<file path="config.mk">
export PLATFORM = sky130hd
export DESIGN_NAME = uart_tx_arbiter
export DESIGN_NICKNAME = d
export VERILOG_FILES = /design/src/rtl/uart_tx_arbiter.sv
export SDC_FILE = /design/constraint.sdc
export NUM_CORES = 1
export LEC_CHECK = 0
export BUFFER_PORTS_ARGS = -buffer_cell sky130_fd_sc_hd__buf_2
export CELL_PAD_IN_SITES_DETAIL_PLACEMENT = 1
export CELL_PAD_IN_SITES_GLOBAL_PLACEMENT = 1
export CORE_MARGIN = 2
export CORE_UTILIZATION = 23
export DETAILED_ROUTE_END_ITERATION = 7
export GPL_TIMING_DRIVEN = 0
export PLACE_DENSITY = 0.54
export SETUP_SLACK_MARGIN = 0.05
export SKIP_CTS_REPAIR_TIMING = 1
export SLEW_MARGIN = 20
export SYNTH_ARGS = -nofsm -noshare
export SYNTH_HDL_FRONTEND = slang
export SYNTH_SLANG_ARGS = --single-unit
</file>
<file path="constraint.sdc">
create_clock -name aclk -period 2.1 [get_ports aclk]
set_clock_uncertainty 0.05 [all_clocks]
set_input_delay 0.105 -clock aclk [delete_from_list [all_inputs] [get_ports aclk]]
set_output_delay 0.105 -clock aclk [all_outputs]
set_load 0.02 [all_outputs]
</file>
<file path="src/rtl/uart_tx_arbiter.sv">
`default_nettype none
// ============================================================================
// Module   : uart_tx_arbiter
// Desc     : Round-robin, packet-granular arbiter that merges NUM_SRC AXI-Stream
//            byte sources into one registered stream for uart_tx. A grant is
//            held until the source sends tlast or MAX_BURST bytes.
//            Optional macro UART_ARB_TIMEOUT_EN: when defined, a stalled
//            source loses its grant after TIMEOUT_CYCLES idle cycles.
// Revision : 1.0 - initial release
// ============================================================================
module uart_tx_arbiter #(
  parameter int NUM_SRC        = 4,
  parameter int MAX_BURST      = 256,
  parameter int TIMEOUT_CYCLES = 1_000_000,
  parameter int ID_W           = (NUM_SRC > 1) ? $clog2(NUM_SRC) : 1
) (
  input  logic                   aclk,
  input  logic                   aresetn,
  input  logic [NUM_SRC-1:0]     s_axis_tvalid,
  input  logic [8*NUM_SRC-1:0]   s_axis_tdata,
  input  logic [NUM_SRC-1:0]     s_axis_tlast,
  output logic [NUM_SRC-1:0]     s_axis_tready,
  output logic                   m_axis_tvalid,
  output logic [7:0]             m_axis_tdata,
  output logic                   m_axis_tlast,
  output logic [ID_W-1:0]        m_axis_tid,
  input  logic                   m_axis_tready,
  output logic [NUM_SRC-1:0]     grant,
  output logic                   timeout_evt
);

  // Counter wide enough to reach MAX_BURST without wrapping inside a grant.
  localparam int BURST_W = (MAX_BURST > 0) ? $clog2(MAX_BURST + 1) : 1;

  typedef enum logic [0:0] {
    ST_IDLE = 1'b0,
    ST_BUSY = 1'b1
  } state_t;

  state_t               state_q;
  logic [NUM_SRC-1:0]   grant_q;
  logic [ID_W-1:0]      gidx_q;
  logic [ID_W-1:0]      rr_ptr_q;
  logic [BURST_W-1:0]   burst_cnt_q;

  logic                 m_valid_q;
  logic [7:0]           m_data_q;
  logic                 m_last_q;
  logic [ID_W-1:0]      m_id_q;

  logic                 w_any_req;
  logic [ID_W-1:0]      w_pick_idx;
  logic [NUM_SRC-1:0]   w_pick_onehot;
  logic                 w_sel_valid;
  logic                 w_sel_last;
  logic [7:0]           w_sel_data;
  logic                 w_out_free;
  logic                 w_src_hs;
  logic [BURST_W-1:0]   w_burst_next;
  logic                 w_burst_hit;
  logic                 w_release;
  logic [ID_W-1:0]      w_rr_next;

  // Round-robin pick: scan from rr_ptr upward; the lowest offset with valid wins.
  always_comb begin
    logic [ID_W:0] v_sum;
    w_any_req  = 1'b0;
    w_pick_idx = '0;
    v_sum      = '0;
    for (int k = NUM_SRC - 1; k >= 0; k--) begin
      v_sum = {1'b0, rr_ptr_q} + (ID_W + 1)'(k);
      if (v_sum >= (ID_W + 1)'(NUM_SRC)) begin
        v_sum = v_sum - (ID_W + 1)'(NUM_SRC);
      end
      if (s_axis_tvalid[v_sum[ID_W-1:0]]) begin
        w_any_req  = 1'b1;
        w_pick_idx = v_sum[ID_W-1:0];
      end
    end
    w_pick_onehot = NUM_SRC'(1) << w_pick_idx;
  end

  // Granted-source view and handshake / release decode.
  assign w_sel_valid  = s_axis_tvalid[gidx_q];
  assign w_sel_last   = s_axis_tlast[gidx_q];
  assign w_sel_data   = s_axis_tdata[{gidx_q, 3'b000} +: 8];
  assign w_out_free   = !m_valid_q || m_axis_tready;
  assign w_src_hs     = (state_q == ST_BUSY) && w_sel_valid && w_out_free;
  assign w_burst_next = burst_cnt_q + BURST_W'(1);
  assign w_burst_hit  = (MAX_BURST != 0) && (w_burst_next == BURST_W'(MAX_BURST));
  assign w_release    = w_src_hs && (w_sel_last || w_burst_hit);
  assign w_rr_next    = (gidx_q == ID_W'(NUM_SRC - 1)) ? '0 : gidx_q + ID_W'(1);

  // Ready depends only on registered state and m_axis_tready, never on tvalid.
  assign s_axis_tready = ((state_q == ST_BUSY) && w_out_free) ? grant_q : '0;

`ifdef UART_ARB_TIMEOUT_EN
  localparam int STALL_W = $clog2(TIMEOUT_CYCLES + 1);
  logic [STALL_W-1:0] stall_cnt_q;
  logic [STALL_W-1:0] w_stall_next;
  logic               timeout_evt_q;
  assign w_stall_next = stall_cnt_q + STALL_W'(1);
  assign timeout_evt  = timeout_evt_q;
`else
  logic w_unused_timeout;
  assign w_unused_timeout = (TIMEOUT_CYCLES != 0);
  assign timeout_evt      = 1'b0;
`endif

  // Arbitration FSM: grant issue, burst counting and packet/burst/timeout release.
  always_ff @(posedge aclk or negedge aresetn) begin
    if (!aresetn) begin
      state_q     <= ST_IDLE;
      grant_q     <= '0;
      gidx_q      <= '0;
      rr_ptr_q    <= '0;
      burst_cnt_q <= '0;
`ifdef UART_ARB_TIMEOUT_EN
      stall_cnt_q   <= '0;
      timeout_evt_q <= 1'b0;
`endif
    end else begin
`ifdef UART_ARB_TIMEOUT_EN
      timeout_evt_q <= 1'b0;
`endif
      case (state_q)
        ST_IDLE: begin
          burst_cnt_q <= '0;
`ifdef UART_ARB_TIMEOUT_EN
          stall_cnt_q <= '0;
`endif
          if (w_any_req) begin
            state_q <= ST_BUSY;
            gidx_q  <= w_pick_idx;
            grant_q <= w_pick_onehot;
          end
        end
        ST_BUSY: begin
          if (w_src_hs) begin
            burst_cnt_q <= w_burst_next;
`ifdef UART_ARB_TIMEOUT_EN
            stall_cnt_q <= '0;
`endif
            if (w_release) begin
              state_q  <= ST_IDLE;
              grant_q  <= '0;
              rr_ptr_q <= w_rr_next;
            end
          end
`ifdef UART_ARB_TIMEOUT_EN
          else if (!w_sel_valid) begin
            if (w_stall_next == STALL_W'(TIMEOUT_CYCLES)) begin
              state_q       <= ST_IDLE;
              grant_q       <= '0;
              rr_ptr_q      <= w_rr_next;
              timeout_evt_q <= 1'b1;
            end else begin
              stall_cnt_q <= w_stall_next;
            end
          end
`endif
        end
        default: state_q <= ST_IDLE;
      endcase
    end
  end

  // Single-entry output register: load on source handshake, empty when drained.
  always_ff @(posedge aclk or negedge aresetn) begin
    if (!aresetn) begin
      m_valid_q <= 1'b0;
      m_data_q  <= '0;
      m_last_q  <= 1'b0;
      m_id_q    <= '0;
    end else if (w_src_hs) begin
      m_valid_q <= 1'b1;
      m_data_q  <= w_sel_data;
      m_last_q  <= w_sel_last;
      m_id_q    <= gidx_q;
    end else if (m_axis_tready) begin
      m_valid_q <= 1'b0;
    end
  end

  assign m_axis_tvalid = m_valid_q;
  assign m_axis_tdata  = m_data_q;
  assign m_axis_tlast  = m_last_q;
  assign m_axis_tid    = m_id_q;
  assign grant         = grant_q;

endmodule
`default_nettype wire

</file>
==> results of run 1 <==
## worst min-delay path by stage
stage,cells after the start,slack [ns],to
floorplan,0,-0.24,burst_cnt_q[0]
global placement,1,0.16,burst_cnt_q[7]
detailed placement,1,0.18,burst_cnt_q[4]
finish,3,0.19,state_q
CTS,1,-0.14,burst_cnt_q[0]
global route,3,0.20,m_axis_tdata[5]
## worst max-delay path, delay by kind of cell (launching register included)
family | cells | cell delay [ns]
buf+inv | 2 | 0.27
simple gates | 1 | 0.12
mux | 2 | 0.84
flops | 1 | 0.37
compound gates | 2 | 0.34
## power groups by stage
stage	clock, W	sequential (W)	combinational [W]
after floorplan	0	0.00113	0.00100
after global placement	0	0.000953	0.00166
after detailed placement	0	0.000961	0.00169
after CTS	0.000525	0.000951	0.00170
after global routing	0.000554	0.000992	0.00200
final	0.000507	0.000958	0.00182
## through the flow
stage | setup WS (ns) | utilization (%)
finish | 0.00184 | 32.5
CTS | -0.210 | 30.6
detailed placement | -0.201 | 29.3
global placement | -0.194 | 29.2
floorplan | 0.0655 | -
global route | -0.0672 | 32.5
## cells by family after synthesis
family | after synthesis | share of synthesized area, %
AO/OA/AOI/OAI | 41 | 15.9
XOR/XNOR | 1 | 0.494
adder cells (fa/ha/maj) | 3 | 2.12
buffers and inverters | 14 | 4.16
flip-flops | 30 | 42.3
multiplexers | 25 | 21.8
other | 1 | 0.211
AND/OR/NAND/NOR | 44 | 13.0
## cell type report
| cell class | count | area, um2 |
|---|---|---|
| tap | 102 | 128 |
| fill | 892 | 5130 |
| timing repair buffer | 73 | 395 |
| multi-input combinational | 115 | 1020 |
| sequential | 30 | 757 |
| clock inverter | 2 | 12.5 |
| inverter | 4 | 15.0 |
| buffer | 9 | 62.6 |
| clock buffer | 6 | 82.6 |
## placed cells by master, fill, tap and decap left out, drive strengths merged, types with 3 or more instances in the layout
cell type   n
buf        77
dfrtp      30
mux2       13
o21ai      11
clkbuf     10
mux4        9
nor2        8
nand2       8
nand3       7
and3        6
a21oi       6
inv         4
o31ai       4
nand2b      3
nand4       3
nor2b       3
o22ai       3
mux2i       3
ha          3
## registers in the layout, indices dropped and copies added (netlist names)
| signal | cells |
|---|---|
| m_axis_tid | 2 |
| m_axis_tlast | 1 |
| burst_cnt_q | 9 |
| m_axis_tdata | 8 |
| m_axis_tvalid | 1 |
| grant | 4 |
| state_q | 1 |
| gidx_q | 2 |
| rr_ptr_q | 2 |
## routing by layer
metal / global-route usage (%) / part of all wire (%) / wire length, um / vias up
met3: 3.62 / 4.5 / 232 / 4
met2: 19.4 / 47 / 2400 / 40
li1: - / - / - / 770
met1: 16.3 / 47 / 2430 / 809
met5: 0 / 0 / 0 / -
met4: 4.48 / 1.0 / 53 / 0
==> key figures, run 1 <==
Status
  • Status: finished, final reports clean

Global route
  • Pin count of the biggest net entering global routing: 31
  • Vias in the first global route: 1595
  • Congestion Overflow GR: 0
  • Initial antenna violation count: 0
  • Total GRT Usage: 12.4%
  • First-pass GRT wire length: 8110 um

Finish
  • Share of cells above drive strength 1: 52.3%
  • Nets: 284
  • Final instance area: 2470 um2
  • P&R area growth vs syn: 39.4%
  • Diode count: 0
  • Non-filler instance count after layout: 341

Placement
  • Placer Congestion: 0.742
  • Placed inst area: 2230 um2
  • DP HPWL: 3660 um
  • Cells after DPL: 323
  • IO buf count: 62

Drt
  • Vias: 1623
  • Final wirelength: 5110 um
  • Wire per inst: 15.0 um
  • Detail Route Antenna Nets: 0
  • DRC Markers: 0
  • Vias per cell: 4.76
  • Drt initial violations: 49
  • Drt first pass iters: 5

Synthesis
  • EDFF count, synth: 0
  • Flops & latches, synth: 30
  • Synth unique cells: 42
  • Post-synthesis instance area: 1770 um2
  • Syn Nets: 205
  • Seq/Total Area, Yosys: 42.3%
  • Fraction of registers with async set/reset: 100%
  • Yosys warning count: 0
  • Largest cells by area after synthesis: dfrtp_1 (42%), mux4_2 (11%), mux2_2 (7.0%)
  • Most frequent cell after synthesis: dfrtp_1
  • Synth top area share: 42.3%
  • Commonest cells in the netlist: dfrtp_1 (30), mux2_2 (11), o21ai_0 (11), mux4_2 (9)
  • Synthesized instance count: 159
  • Mean area per synthesized cell: 11.2 um2
  • Largest area contributor in the netlist: dfrtp_1
  • Top FF cell, synth: dfrtp_1

STA
  • Slew Limit Fails: 0
  • Worst-Margin Slew: 0.743 ns
  • Final setup viols: 0
  • Hold slack final: 0.186 ns
  • Post-route setup TNS: 0 ns
  • RSZ-0062 raised after global routing: yes
  • Fin crit share: 99.9%
  • Final Hold Fails: 0
  • Final Critical Period: 2.10 ns
  • Slew headroom: 49.9%
  • Upper clock frequency limit: 0.477 GHz

Pwr
  • Clock power share: 15.4%
  • Pwr/cell area: 1330 nW/um2
  • Psw: 0.00135 W
  • Leakage dissipation: 1.13 nW
  • Max IR drop VDD: 0.360 mV
  • Switching Share: 41.1%
  • Flop pwr share: 29.2%
  • Pint: 0.00193 W
  • Tot Pwr: 0.00328 W
  • Comb power frac: 55.4%

Setup path
  • Setup CP Type: reg2reg
  • Arrival time at the worst endpoint: 2.23 ns
  • CP endpoint kind: flop
  • Startpoint Class: flop
  • Critical path fanouts, max: 9
  • FF-to-FF Start: gidx_q[0]
  • Worst r2r path cells: 7
  • Critical Path Sink: rr_ptr_q[0]
  • Slowest cell on the critical path: mux4_2
  • Reg2Reg Setup Slack: 0.002 ns
  • RR Endpoint: rr_ptr_q[0]
  • Worst path required time: 2.23 ns
  • Critical path, cell by cell: buf_6 > mux4_2 > nand3_2 > buf_6 > a211oi_2 > a41o_4 > mux2_4
  • CP dominant cell by count: buf_6
  • CP Launch Point: gidx_q[0]
  • Crit path largest cell delay: 0.54 ns

CTS
  • CTS Root Cell: clkbuf_8
  • Clk buf depth: 2
  • H-Tree Depth: 2
  • # clock sinks: 30
  • Clk pin slew, worst setup/hold paths: 0.07 ns
  • CTS tree: yes
  • Worst skew pair latency: 0.29 ns
  • CTS buffer count: 5

Hold path
  • HP Start: s_axis_tvalid[1]
  • Min-delay worst type: in2reg

Die
  • Core ar.: 7610 um2
  • Rows: 32
  • Die extent in x: 91.8 um
  • Die H: 91.8 um
  • Die area: 8430 um2
  • Boundary Pins: 64
  • Initial core utilization: 23.3%

Flow run
  • Max-Cap Viols: 0
Note: power is estimated with default switching activity, not from simulation.
==> inputs of run 2 (changes only) <==
--- a/config.mk
+++ b/config.mk
@@ -10,6 +10,7 @@
 export CELL_PAD_IN_SITES_GLOBAL_PLACEMENT = 1
 export CORE_MARGIN = 2
 export CORE_UTILIZATION = 23
+export CTS_CLUSTER_SIZE = 40
 export DETAILED_ROUTE_END_ITERATION = 7
 export GPL_TIMING_DRIVEN = 0
 export PLACE_DENSITY = 0.54
==> constraint.sdc (replaced) <==
create_clock -name aclk -period 2.1 [get_ports aclk]
set_clock_uncertainty 0.05 [all_clocks]
set_input_delay 0.525 -clock aclk [delete_from_list [all_inputs] [get_ports aclk]]
set_output_delay 0.525 -clock aclk [all_outputs]
set_load 0.02 [all_outputs]
==> run 2 against run 1 <==
Hold slack better by 0.058 ns. Critical endpoint unchanged. Cell count fell by 0.29%. Total power hardly changed. Sequential power barely moved. Sequential share of layout area rose by 0.11 points. Flip-flop and latch count unchanged. Die area stayed put.
==> key figures, run 2 (synthesized netlist as in run 1, its figures left out) <==
Die
  • Die H: 91.8 um
  • Core ar.: 7610 um2
  • Initial core utilization: 23.3%
  • Rows: 32
  • Die extent in x: 91.8 um
  • Die area: 8430 um2
  • Boundary Pins: 64

Finish
  • Nets: 283
  • Non-filler instance count after layout: 340
  • Fin util: 32.4%
  • Commonest cells after routing, fill and taps aside: buf_2 (63), dfrtp_1 (25), mux2_2 (11), o21ai_0 (11), buf_4 (11)
  • Final instance area: 2460 um2
  • Largest register FFs: 9
  • Commonest non-fill, non-tap cell in the layout: buf_2
  • Diode count: 0
  • Largest Register: burst_cnt_q
  • P&R area growth vs syn: 38.9%
  • Share of cells above drive strength 1: 52.9%

Flow run
  • Max-Cap Viols: 0

Setup path
  • Startpoint Class: flop
  • Worst path required time: 2.23 ns
  • Setup CP Type: reg2reg
  • Worst r2r path cells: 7
  • CP endpoint kind: flop
  • Reg2Reg Setup Slack: 0.002 ns
  • RR Endpoint: rr_ptr_q[0]
  • Critical path fanouts, max: 9
  • FF-to-FF Start: gidx_q[0]
  • Arrival time at the worst endpoint: 2.23 ns

STA
  • Final Critical Period: 2.10 ns
  • Slack of the critical path: 0.00164 ns
  • Slew Limit Fails: 0
  • RSZ-0062 raised after global routing: yes
  • Worst-Margin Slew: 0.744 ns
  • Final Hold Fails: 0
  • Fin crit share: 99.9%
  • Upper clock frequency limit: 0.477 GHz
  • Hold slack final: 0.245 ns
  • Slew headroom: 49.9%
  • Final setup viols: 0

Pwr
  • Max IR drop VDD: 0.361 mV
  • Switching Share: 41.1%
  • Pint: 0.00193 W
  • Leakage dissipation: 1.13 nW
  • Pwr/cell area: 1330 nW/um2
  • Flop pwr share: 29.2%
  • Clock power share: 15.4%
  • Comb power frac: 55.4%
  • Psw: 0.00135 W

Placement
  • IO buf count: 62
  • Placer Congestion: 0.742
  • Cells after DPL: 323
  • Dpl ws: -0.201 ns
  • Placed inst area: 2230 um2
  • DP HPWL: 3660 um

Drt
  • Final wirelength: 5110 um
  • Drt first pass iters: 5
  • Vias: 1622
  • Detail Route Antenna Nets: 0
  • Drt initial violations: 52
  • Wire per inst: 15.0 um
  • DRC Markers: 0
  • Vias per cell: 4.77

CTS
  • CTS tree: yes
  • Worst skew pair latency: 0.29 ns
  • Clk buf depth: 2
  • H-Tree Depth: 2
  • CTS Root Cell: clkbuf_8
  • Clk pin slew, worst setup/hold paths: 0.07 ns
  • # clock sinks: 30
  • CTS buffer count: 5

Status
  • Status: finished, final reports clean

Hold path
  • Min-delay worst type: in2async

Global route
  • Initial antenna violation count: 0
  • First-pass GRT wire length: 8110 um
  • Total GRT Usage: 12.4%
  • Vias in the first global route: 1595
  • Congestion Overflow GR: 0
  • Pin count of the biggest net entering global routing: 31
==> run 2: cell count changes in the layout (fill, tap and decap cells not counted) <==
| cell | delta |
|---|---|
| dlygate4sd3_1 | -1 |
| clkbuf_1 | -1 |
| clkbuf_2 | +1 |
==> run 2: worst max-delay path, stage by stage, from the launching register on <==
cell	delay, ns
dfrtp_1	0.36
buf_6	0.12
mux4_2	0.54
nand3_2	0.12
buf_6	0.15
a211oi_2	0.05
a41o_4	0.29
mux2_4	0.30
==> run 2: per-layer routing <==
| metal | vias to the layer above | GRT usage (%) | wire length (um) |
|---|---|---|---|
| met1 | 810 | 16.3 | 2400 |
| met2 | 40 | 19.4 | 2410 |
| met4 | 0 | 4.48 | 53 |
| met3 | 4 | 3.62 | 240 |
| met5 | - | 0 | 0 |
| li1 | 768 | - | - |
==> run 2: power groups by stage <==
| stage | registers (W) | logic, W | clock network [W] |
|---|---|---|---|
| floorplan | 0.00113 | 0.00100 | 0 |
| finish | 0.000958 | 0.00182 | 0.000507 |
| CTS | 0.000951 | 0.00170 | 0.000525 |
| detailed placement | 0.000961 | 0.00169 | 0 |
| global route | 0.000992 | 0.00200 | 0.000554 |
| global placement | 0.000953 | 0.00166 | 0 |
==> run 2: worst max path at each step <==
| stage | slack [ns] | to | cells past startpoint | start |
|---|---|---|---|---|
| finish | 0.002 | rr_ptr_q[0] | 7 | gidx_q[0] |
| global route | -0.07 | rr_ptr_q[0] | 6 | burst_cnt_q[0] |
| CTS | -0.21 | rr_ptr_q[0] | 6 | burst_cnt_q[1] |
| detailed placement | -0.20 | rr_ptr_q[0] | 6 | burst_cnt_q[1] |
| global placement | -0.20 | rr_ptr_q[0] | 7 | s_axis_tvalid[3] |
| floorplan | 0.07 | rr_ptr_q[0] | 6 | burst_cnt_q[0] |
==> run 2: layout make-up <==
type                       instances  area (um2)
fill                             893        5140
multi-input combinational        115        1020
sequential                        30         757
timing repair buffer              72         385
tap                              102         128
clock buffer                       6        82.6
buffer                             9        63.8
inverter                           4        15.0
clock inverter                     2        12.5
==> run 2: stage by stage <==
stage	power [W]	TNS, ns
floorplan	0.00213	0
global placement	0.00262	-2.98
detailed placement	0.00265	-3.11
CTS	0.00318	-1.42
global route	0.00355	-0.251
finish	0.00329	0
